**config.mk**
```make
export PLATFORM = sky130hd
export DESIGN_NAME = mem_port_arbiter
export DESIGN_NICKNAME = d
export VERILOG_FILES = /design/src/rtl/mem_port_arbiter_pkg.sv /design/src/rtl/mem_port_arbiter_rr_pick.sv /design/src/rtl/mem_port_arbiter.sv
export SDC_FILE = /design/constraint.sdc
export NUM_CORES = 1
export LEC_CHECK = 0
export ABC_AREA = 1
export BUFFER_PORTS_ARGS = -buffer_cell sky130_fd_sc_hd__buf_2
export CAP_MARGIN = 20
export CORE_MARGIN = 4
export CORE_UTILIZATION = 43
export CTS_CLUSTER_SIZE = 30
export DETAILED_ROUTE_END_ITERATION = 7
export GPL_TIMING_DRIVEN = 0
export HOLD_SLACK_MARGIN = 0.06
export PLACE_DENSITY = 0.76
export RECOVER_POWER = 50
export SLEW_MARGIN = 20
export SYNTH_ARGS = -nofsm -noshare
export SYNTH_HDL_FRONTEND = slang
export SYNTH_SLANG_ARGS = --single-unit
```
**constraint.sdc**
```tcl
create_clock -name clk -period 4.78 [get_ports clk]
set_clock_uncertainty 0.2 [all_clocks]
set_input_delay 0.239 -clock clk [delete_from_list [all_inputs] [get_ports clk]]
set_output_delay 0.239 -clock clk [all_outputs]
set_load 0.02 [all_outputs]
```
**src/rtl/mem_port_arbiter_pkg.sv**
```systemverilog
// Shared constants for the memory command-port arbiter: FSM encoding,
// SDRAM controller instruction codes and requester port indices.
package mem_port_arbiter_pkg;

    typedef logic [2:0] state_t;
    typedef logic [2:0] mem_instr_t;

    localparam state_t S_IDLE  = 3'd0;
    localparam state_t S_WDATA = 3'd1;
    localparam state_t S_ISSUE = 3'd2;
    localparam state_t S_RDATA = 3'd3;
    localparam state_t S_DONE  = 3'd4;

    localparam mem_instr_t MEM_INSTR_WR = 3'b000;
    localparam mem_instr_t MEM_INSTR_RD = 3'b001;

    localparam int PORT_CMD  = 0;
    localparam int PORT_DATA = 1;
    localparam int PORT_WGT  = 2;
    localparam int PORT_WB   = 3;

endpackage

```
**src/rtl/mem_port_arbiter_rr_pick.sv**
```systemverilog
// Round-robin picker: the first set request strictly after ptr, searched
// cyclically, is returned as a one-hot winner.
module rr_pick #(
    parameter int N     = 4,
    parameter int PTR_W = 2
) (
    input  logic [N-1:0]     req,
    input  logic [PTR_W-1:0] ptr,
    output logic [N-1:0]     win,
    output logic             valid
);

    logic [PTR_W-1:0] idx;

    // NOTE: every always_comb output gets a default first so no path leaves it unassigned (no latch).
    always_comb begin
        win = '0;
        idx = '0;
        // Walk from the farthest candidate to the nearest so the nearest set request overwrites.
        for (int k = N; k >= 1; k--) begin
            idx = PTR_W'((int'(ptr) + k) % N);
            if (req[idx]) win = N'(1) << idx;
        end
    end

    assign valid = |req;

endmodule

```
**src/rtl/mem_port_arbiter.sv**
```systemverilog
// Grants the single SDRAM command port to one requester per burst, issues the
// command, and counts data beats until the burst completes.
module mem_port_arbiter
    import mem_port_arbiter_pkg::*;
#(
    parameter int N_PORTS = 4,
    parameter int ADDR_W  = 32,
    parameter int BL_W    = 6,
    parameter int PRIO0   = 1
) (
    input  logic                      clk,
    input  logic                      rst,
    input  logic [N_PORTS-1:0]        req,
    input  logic [N_PORTS-1:0]        we,
    input  logic [N_PORTS*ADDR_W-1:0] addr,
    input  logic [N_PORTS*BL_W-1:0]   bl,
    output logic [N_PORTS-1:0]        gnt,
    output logic [N_PORTS-1:0]        done,
    output logic                      mem_cmd_en,
    output logic [2:0]                mem_cmd_instr,
    output logic [ADDR_W-1:0]         mem_cmd_addr,
    output logic [BL_W-1:0]           mem_cmd_bl,
    input  logic                      mem_cmd_full,
    input  logic                      mem_wr_beat,
    input  logic                      mem_rd_beat,
    output logic                      busy,
    output logic                      err
);

    localparam int PTR_W = (N_PORTS > 1) ? $clog2(N_PORTS) : 1;

    state_t               state;
    mem_instr_t           instr_q;
    logic [ADDR_W-1:0]    addr_q;
    logic [BL_W-1:0]      bl_q;
    logic [BL_W-1:0]      beat_cnt;
    logic [PTR_W-1:0]     ptr;
    logic [PTR_W-1:0]     idx_q;
    logic [PTR_W-1:0]     win_idx;
    logic [N_PORTS-1:0]   rr_req;
    logic [N_PORTS-1:0]   rr_win;
    logic [N_PORTS-1:0]   win;
    logic                 rr_valid;
    logic                 prio_hit;
    logic                 any_req;
    logic                 beat_err;

    // Port 0 bypasses the rotation when it has fixed priority.
    always_comb begin
        rr_req = req;
        if (PRIO0 != 0) rr_req[PORT_CMD] = 1'b0;
    end

    rr_pick #(.N(N_PORTS), .PTR_W(PTR_W)) u_rr_pick (
        .req   (rr_req),
        .ptr   (ptr),
        .win   (rr_win),
        .valid (rr_valid)
    );

    assign prio_hit = (PRIO0 != 0) && req[PORT_CMD];
    assign win      = prio_hit ? N_PORTS'(1) : rr_win;
    assign any_req  = prio_hit || rr_valid;

    always_comb begin
        win_idx = '0;
        for (int i = N_PORTS - 1; i >= 0; i--) begin
            if (win[i]) win_idx = PTR_W'(i);
        end
    end

    assign beat_err = (mem_wr_beat && state != S_WDATA)
                   || (mem_rd_beat && state != S_RDATA)
                   || (mem_wr_beat && mem_rd_beat);

    always_ff @(posedge clk) begin
        if (rst) begin
            state    <= S_IDLE;
            gnt      <= '0;
            instr_q  <= MEM_INSTR_WR;
            addr_q   <= '0;
            bl_q     <= '0;
            beat_cnt <= '0;
            idx_q    <= '0;
            ptr      <= PTR_W'(N_PORTS - 1);
            err      <= 1'b0;
        end else begin
            case (state)
                S_IDLE: if (any_req) begin
                    gnt      <= win;
                    idx_q    <= win_idx;
                    instr_q  <= we[win_idx] ? MEM_INSTR_WR : MEM_INSTR_RD;
                    addr_q   <= addr[int'(win_idx)*ADDR_W +: ADDR_W];
                    bl_q     <= bl[int'(win_idx)*BL_W +: BL_W];
                    beat_cnt <= bl[int'(win_idx)*BL_W +: BL_W];
                    state    <= we[win_idx] ? S_WDATA : S_ISSUE;
                end
                S_WDATA: if (mem_wr_beat) begin
                    if (beat_cnt == '0) state <= S_ISSUE;
                    else                beat_cnt <= beat_cnt - 1'b1;
                end
                S_ISSUE: if (!mem_cmd_full) begin
                    if (instr_q == MEM_INSTR_WR) begin
                        state <= S_DONE;
                    end else begin
                        state    <= S_RDATA;
                        beat_cnt <= bl_q;
                    end
                end
                S_RDATA: if (mem_rd_beat) begin
                    if (beat_cnt == '0) state <= S_DONE;
                    else                beat_cnt <= beat_cnt - 1'b1;
                end
                S_DONE: begin
                    gnt   <= '0;
                    ptr   <= idx_q;
                    state <= S_IDLE;
                end
                default: state <= S_IDLE;
            endcase
            if (beat_err) err <= 1'b1;
        end
    end

    assign done          = (state == S_DONE) ? gnt : '0;
    assign mem_cmd_en    = (state == S_ISSUE) && !mem_cmd_full;
    assign mem_cmd_instr = instr_q;
    assign mem_cmd_addr  = addr_q;
    assign mem_cmd_bl    = bl_q;
    assign busy          = (state != S_IDLE);

endmodule

```
## Yosys cells after proc, flatten, opt, wreduce, memory -nomap -nowiden

Index checks and enable logic that the tools add are counted.

- Register bits after elaboration: 59
- Input bits: 165
- Logic and storage cells: 97

- Reductions and logical operators: 19
- Equality and inequality tests: 13
- Multipliers: 1
- Order comparisons: 5
- Add/sub/neg operators: 5
- Shift operators: 6
- Muxes and demuxes: 39

Operators with widths:

| operator | number |
|---|---|
| $shiftx A128 B8 Y32 | 1 |
| $mux W6 | 6 |
| $mux W4 | 7 |
| $pmux W6 S4 | 1 |
| $shiftx A24 B6 Y6 | 1 |
| $mux W3 | 7 |
| $shl A1 B2 Y4 const A | 4 |
| $lt A2 B3 Y1 const B | 5 |
| $ne A2 B2 Y1 const B | 7 |
| $pmux W3 S4 | 1 |
| $reduce_and A6 Y1 | 2 |
| $bmux W1 S2 | 5 |
| $mux W2 | 5 |
| $pmux W4 S2 | 1 |
| $eq A3 B2 Y1 const B | 2 |
| $logic_not A3 Y1 | 2 |
| $logic_not A6 Y1 | 1 |
| $mux W1 | 6 |
| $sub A6 B1 Y6 const B | 1 |
| $add A2 B1 Y2 const B | 2 |
| $add A2 B2 Y2 const B | 2 |
| $logic_and A1 B1 Y1 | 4 |
| $mul A2 B2 Y4 const B | 1 |
| $reduce_and A2 Y1 | 2 |
| 10 further kinds | 12 |

## Logic depth before layout (Yosys ltp)

- Depth in word-level cells: 17
- Depth in mapped cells: 21

## By module

Synthesis repeated with hierarchy kept, for this count alone.

- Cell total of the unflattened synthesis: 704
- Area, all modules: 4226.6 µm²

By module, submodules not included:

| module | times used | cells each | seq. area each (µm²) | area an instance (µm²) |
|---|---|---|---|---|
| mem_port_arbiter | 1 | 631 | 1141.1 | 3839.9 |
| rr_pick | 1 | 73 | 0.0 | 386.6 |

## Least setup slack after synthesis

Ideal clock, no wire load.

- Kind: reg2reg
- Start point: register ptr[0]
- End point: register addr_q[12], in the netlist mem_cmd_addr[12]
- Slack: 2.119 ns
- Buffers on the path: 1
- Stages on the path, launching flop included: 19
- Data arrival time: 2.352 ns
- Period minus slack after synthesis: 2.661 ns
- Cell sequence: dfxtp_1 > inv_2 > ha_1 > inv_1 > nand3_2 > nand2_1 > nand3_1 > nand2_1 > nand2_1 > nand2_1 > nand2_2 > nand2_2 > nand2_4 > clkbuf_1 > or2_1 > o211ai_1 > o211ai_1 > nand2_1 > inv_1

- Cells in the longest elaborated chain, start to end: 13

Ends and longest elaborated chain:

| element | RTL line | RTL |
|---|---|---|
| from (decl) | mem_port_arbiter.sv:37 | `logic [PTR_W-1:0] ptr;` |
| from (signal assigned) | mem_port_arbiter.sv:85 | `ptr <= PTR_W'(N_PORTS - 1);` |
| from (signal assigned) | mem_port_arbiter.sv:116 | `ptr <= idx_q;` |
| $add A2 B1 Y2 | mem_port_arbiter_rr_pick.sv:21 | `idx = PTR_W'((int'(ptr) + k) % N);` |
| $bmux W1 S2 | mem_port_arbiter_rr_pick.sv:22 | `if (req[idx]) win = N'(1) << idx;` |
| $mux W1 (not written as such) | mem_port_arbiter_rr_pick.sv:22 |  |
| $mux W4 (3 in a row) | mem_port_arbiter_rr_pick.sv:22 |  |
| $mux W4 * | mem_port_arbiter_rr_pick.sv:22 |  |
| $mux W4 * | mem_port_arbiter.sv:62 | `assign win = prio_hit ? N_PORTS'(1) : rr_win;` |
| $mux W2 (3 in a row) | mem_port_arbiter.sv:68 | `if (win[i]) win_idx = PTR_W'(i);` |
| $mux W2 * | mem_port_arbiter.sv:68 |  |
| $shiftx A128 B8 Y32 * | mem_port_arbiter.sv:93 | `addr_q <= addr[int'(win_idx)*ADDR_W +: ADDR_W];` |
| to (signal assigned) | mem_port_arbiter.sv:93 |  |
| to (decl) | mem_port_arbiter.sv:34 | `logic [ADDR_W-1:0] addr_q;` |

Mark *: on every way between the ends. The rest lies on a longest branch, timed or not. The select of a mux whose other input is x is not followed.
A chain may end at the register's enable or synchronous reset.

## Final worst setup path

- Start point: register ptr[1]
- End point: register addr_q[15], in the netlist mem_cmd_addr[15]

Same word-level chain as after synthesis.

==> impl_results.md <==
- Detailed Route Iter0 Violations: roughly 320
- Post-CTS Setup Inserts: 0
- Final period utilization: between 70 and 80%
- Clock period minus worst slack: about 3700 ps
- Core area: about 9900 um^2
- Critical path startpoint category: flip-flop
- Sinks on the clock net: 57
- Port Buffers: ~210
- Cell type with the highest aggregate area in the netlist: sky130_fd_sc_hd__dfxtp_1
- Average via count per standard cell: between 5 and 6
- Area of combinational cells with multiple inputs: about 2700 um^2
- Post_cts resized: 0
- Die Height: around 110 um
- Overall routed net length: 15.8 mm
- DRC: 0
- Worst-case vdd ir drop: around 300 uV
- Result of the run: completed
- Tot GR Track Use: roughly a quarter
- Relative slew slack: between 40 and 50%
- CTS tree: built
- Worst min-delay path category: input port to flip-flop
- Total CTS buffers: 9
- Max Freq: around 270 MHz
- Net Sw Frac: a little over half
- Top-area cell type share of the netlist area: between 20% and 30%
- Yosys warnings: 0
- Clk pwr share: between 10% and 20%
- Via Count: 5372
- Die width: 109 um
- Number of global-route vias before repair: just under 5000
- Register area: about 1100 um^2
- Global-route wire length before repair: between 20 and 25 mm
- Later-pin clock latency in the skew report: ~330 ps
- Remaining global-route overflow: 0
- Residual antenna-violating net count after detailed routing: 0
- Clock root buffer master: sky130_fd_sc_hd__clkbuf_8
- Gate count after technology mapping: between 600 and 700
- Part of the power in combinational logic: between 60% and 70%
- Pin count of the biggest net entering global routing: 11
- Endpoint arrival time on the critical path: around 3700 ps
- Total iterations of the first detailed-routing run: 5
- Count of cell types in the netlist: 44
- Final setup violation count: 0
- Clock-pin slew reported for the worst setup and hold paths after clock tree synthesis: roughly 70 ps
- Seq cells post-synth: 57
- Detailed placement HPWL: 12.3 mm
- Worst setup path class: flip-flop to flip-flop
- Placer Congestion: about 0.94
- Hold Buf Count CTS: 15
- Transition time of the tightest slew-check pin: between 700 and 800 ps
- Share of final-layout standard cells stronger than drive strength 1: 27.3%
- Maximum clock path buffer count: 2
- Count of flip-flops with a built-in enable after synthesis: 0
- Max-slew violations: 0
- Top_reg_cell synth: sky130_fd_sc_hd__dfxtp_1
- Critical Path RT: 4810 ps
- Starting utilization of the core area: 44.5%
- Mean instance size in the synthesized netlist: ~6.5 um^2
- Leakage power figure: 2.98 nW
- Relative area change from synthesis to final layout: 34.6%
- Switching power: 0.00190 W
- Number of filler instances in the final layout: between 1000 and 1500
- Setup_tns: 0 ps
- Synthesized cell area: roughly 4400 um^2
- RSZ-0062 raised after global routing: false
- Area after DPL: ~5600 um^2
- Power per unit of standard cell area: 617 nW/um^2
- NumNets Final: around 1100
- Sequential area share after synthesis: roughly 26%
- Portion of total power attributed to sequential cells: a little under a quarter
- Number of standard-cell rows in the floorplan: 36
- Depth of the CTS H-tree: 3
- Antenna violations before repair: 0
- Die Footprint: 11900 um^2
- Largest cells by area after synthesis: sky130_fd_sc_hd__dfxtp_1 (26%), sky130_fd_sc_hd__nor2_1 (10%), sky130_fd_sc_hd__nand2_1 (9.8%), sky130_fd_sc_hd__o211ai_2 (9.1%), sky130_fd_sc_hd__o211ai_1 (7.0%)
- Share of async-settable or async-resettable flops after synthesis: 0%
- Max-cap violation count: 0
- Crit end category: flip-flop
- Final hold vios: 0
- Top-level port count: ~220
- Crit Path Max Fanout: 10
- # diodes: 0
- Average wire length per cell after detail routing: 15.0 um
- Final design instance area without fill: just under 6000 um^2
- Internal power: ~0.0017 W
==> through the flow <==
stage / setup WS, ps / utilization (%) / instances / hold slack, ps / power (W)
after floorplan: 2120 / - / 673 / 241 / 0.00251
after global placement: 1680 / 57.1 / 1020 / 261 / 0.00318
after detailed placement: 1610 / 57.1 / 1020 / 269 / 0.00321
after CTS: 1150 / 60.5 / 1051 / 62.9 / 0.00369
after global routing: 768 / 59.9 / 1051 / 72.8 / 0.00397
final: 1100 / 59.9 / 1051 / 75.0 / 0.00365
==> cell families after synthesis <==
group	synth area share, %
AND/OR/NAND/NOR	32.9
adder cells (fa/ha/maj)	2.56
other	0.0854
buffers and inverters	12.1
XOR/XNOR	0.200
flip-flops	26.0
AO/OA/AOI/OAI	26.2
==> layout make-up <==
type / instances / share of cell area [%]
Buffer: 40 / 3.71
Clock buffer: 13 / 2.52
Clock inverter: 3 / 0.678
Inverter: 82 / 5.25
Multi-Input combinational cell: 494 / 46.1
Sequential cell: 57 / 19.3
Tap cell: 133 / 2.82
Timing Repair Buffer: 229 / 19.6
==> worst paths after layout <==
kind	end	from	slack [ps]	cells past startpoint
worst max-delay path	mem_cmd_addr[15]$_SDFFE_PP0P_	ptr[1]$_SDFFE_PP1P_	1100	18
worst min-delay path	mem_cmd_addr[7]$_SDFFE_PP0P_	addr[7]	70	5
worst max register to register	mem_cmd_addr[15]$_SDFFE_PP0P_	ptr[1]$_SDFFE_PP1P_	1100	18
worst min register to register	err$_SDFFE_PP0P_	err$_SDFFE_PP0P_	290	2
==> Yosys cell counts (2+ instances only) <==
cell type                   number
sky130_fd_sc_hd__a21oi_1        14
sky130_fd_sc_hd__buf_6           5
sky130_fd_sc_hd__nand2_1       115
sky130_fd_sc_hd__clkbuf_1       17
sky130_fd_sc_hd__inv_1          76
sky130_fd_sc_hd__or2_1          27
sky130_fd_sc_hd__buf_4           4
sky130_fd_sc_hd__inv_2           3
sky130_fd_sc_hd__o21ai_0        32
sky130_fd_sc_hd__or2_0           4
sky130_fd_sc_hd__nand3b_1        2
sky130_fd_sc_hd__a21oi_2         2
sky130_fd_sc_hd__dfxtp_1        57
sky130_fd_sc_hd__o211ai_2       32
sky130_fd_sc_hd__nand3_1        46
sky130_fd_sc_hd__o21ai_1        20
sky130_fd_sc_hd__a211oi_1        2
sky130_fd_sc_hd__nor2_1        117
sky130_fd_sc_hd__nand3_2         3
sky130_fd_sc_hd__ha_1            9
sky130_fd_sc_hd__a31oi_1         2
sky130_fd_sc_hd__buf_2          12
sky130_fd_sc_hd__or2_2           2
sky130_fd_sc_hd__clkinv_1        2
sky130_fd_sc_hd__o211ai_1       41
sky130_fd_sc_hd__nand2_2         5
sky130_fd_sc_hd__nor3_1          3
sky130_fd_sc_hd__a2111oi_0       2
==> critical path, cell delays in order (launching register included) <==
cell	delay, ps
sky130_fd_sc_hd__dfxtp_1	480
sky130_fd_sc_hd__inv_1	190
sky130_fd_sc_hd__ha_1	340
sky130_fd_sc_hd__inv_1	90
sky130_fd_sc_hd__nand3_2	130
sky130_fd_sc_hd__nand2_1	120
sky130_fd_sc_hd__nand2_1	90
sky130_fd_sc_hd__nand3_1	100
sky130_fd_sc_hd__a21oi_2	190
sky130_fd_sc_hd__nand2_1	80
sky130_fd_sc_hd__nand2_2	120
sky130_fd_sc_hd__nand2_4	120
sky130_fd_sc_hd__clkbuf_1	230
sky130_fd_sc_hd__or2_0	260
sky130_fd_sc_hd__o211ai_2	70
sky130_fd_sc_hd__o211ai_2	90
sky130_fd_sc_hd__dlygate4sd3_1	580
sky130_fd_sc_hd__nand2_1	60
sky130_fd_sc_hd__inv_1	30
==> registers in the layout (all words and copies together) (netlist names) <==
signal         cells
mem_cmd_bl         6
state              3
mem_cmd_instr      1
ptr                2
idx_q              2
beat_cnt           6
mem_cmd_addr      32
err                1
gnt                4
==> metal layers <==
layer | track usage (%) | vias to the layer above | share of wire, %
met1 | 31.0 | 2424 | 43
li1 | - | 2687 | -
met5 | 0 | - | 0
met2 | 44.5 | 232 | 48
met4 | 9.02 | 0 | 1.9
met3 | 4.85 | 29 | 7.7
==> power groups by stage <==
stage / Sequential, W / Combinational [W] / Clock [W]
floorplan: 0.00102 / 0.00148 / 0
global placement: 0.000832 / 0.00235 / 0
detailed placement: 0.000838 / 0.00237 / 0
CTS: 0.000830 / 0.00241 / 0.000454
global route: 0.000863 / 0.00263 / 0.000475
finish: 0.000840 / 0.00236 / 0.000445
==> cells in the final DEF, fill, tap and decap left out, drive strengths merged, types with 2 or more instances in the layout <==
| cell type | count |
|---|---|
| dfxtp | 57 |
| buf | 187 |
| nor3 | 3 |
| ha | 9 |
| a31oi | 2 |
| or2 | 33 |
| dlygate4sd3 | 15 |
| o211ai | 73 |
| nand2 | 121 |
| nand3b | 2 |
| nand3 | 49 |
| a21oi | 16 |
| inv | 80 |
| clkinv | 4 |
| conb | 2 |
| a2111oi | 2 |
| a211oi | 2 |
| o21ai | 53 |
| clkbuf | 80 |
| nor2 | 118 |
Note: power is estimated with default switching activity, not from simulation.
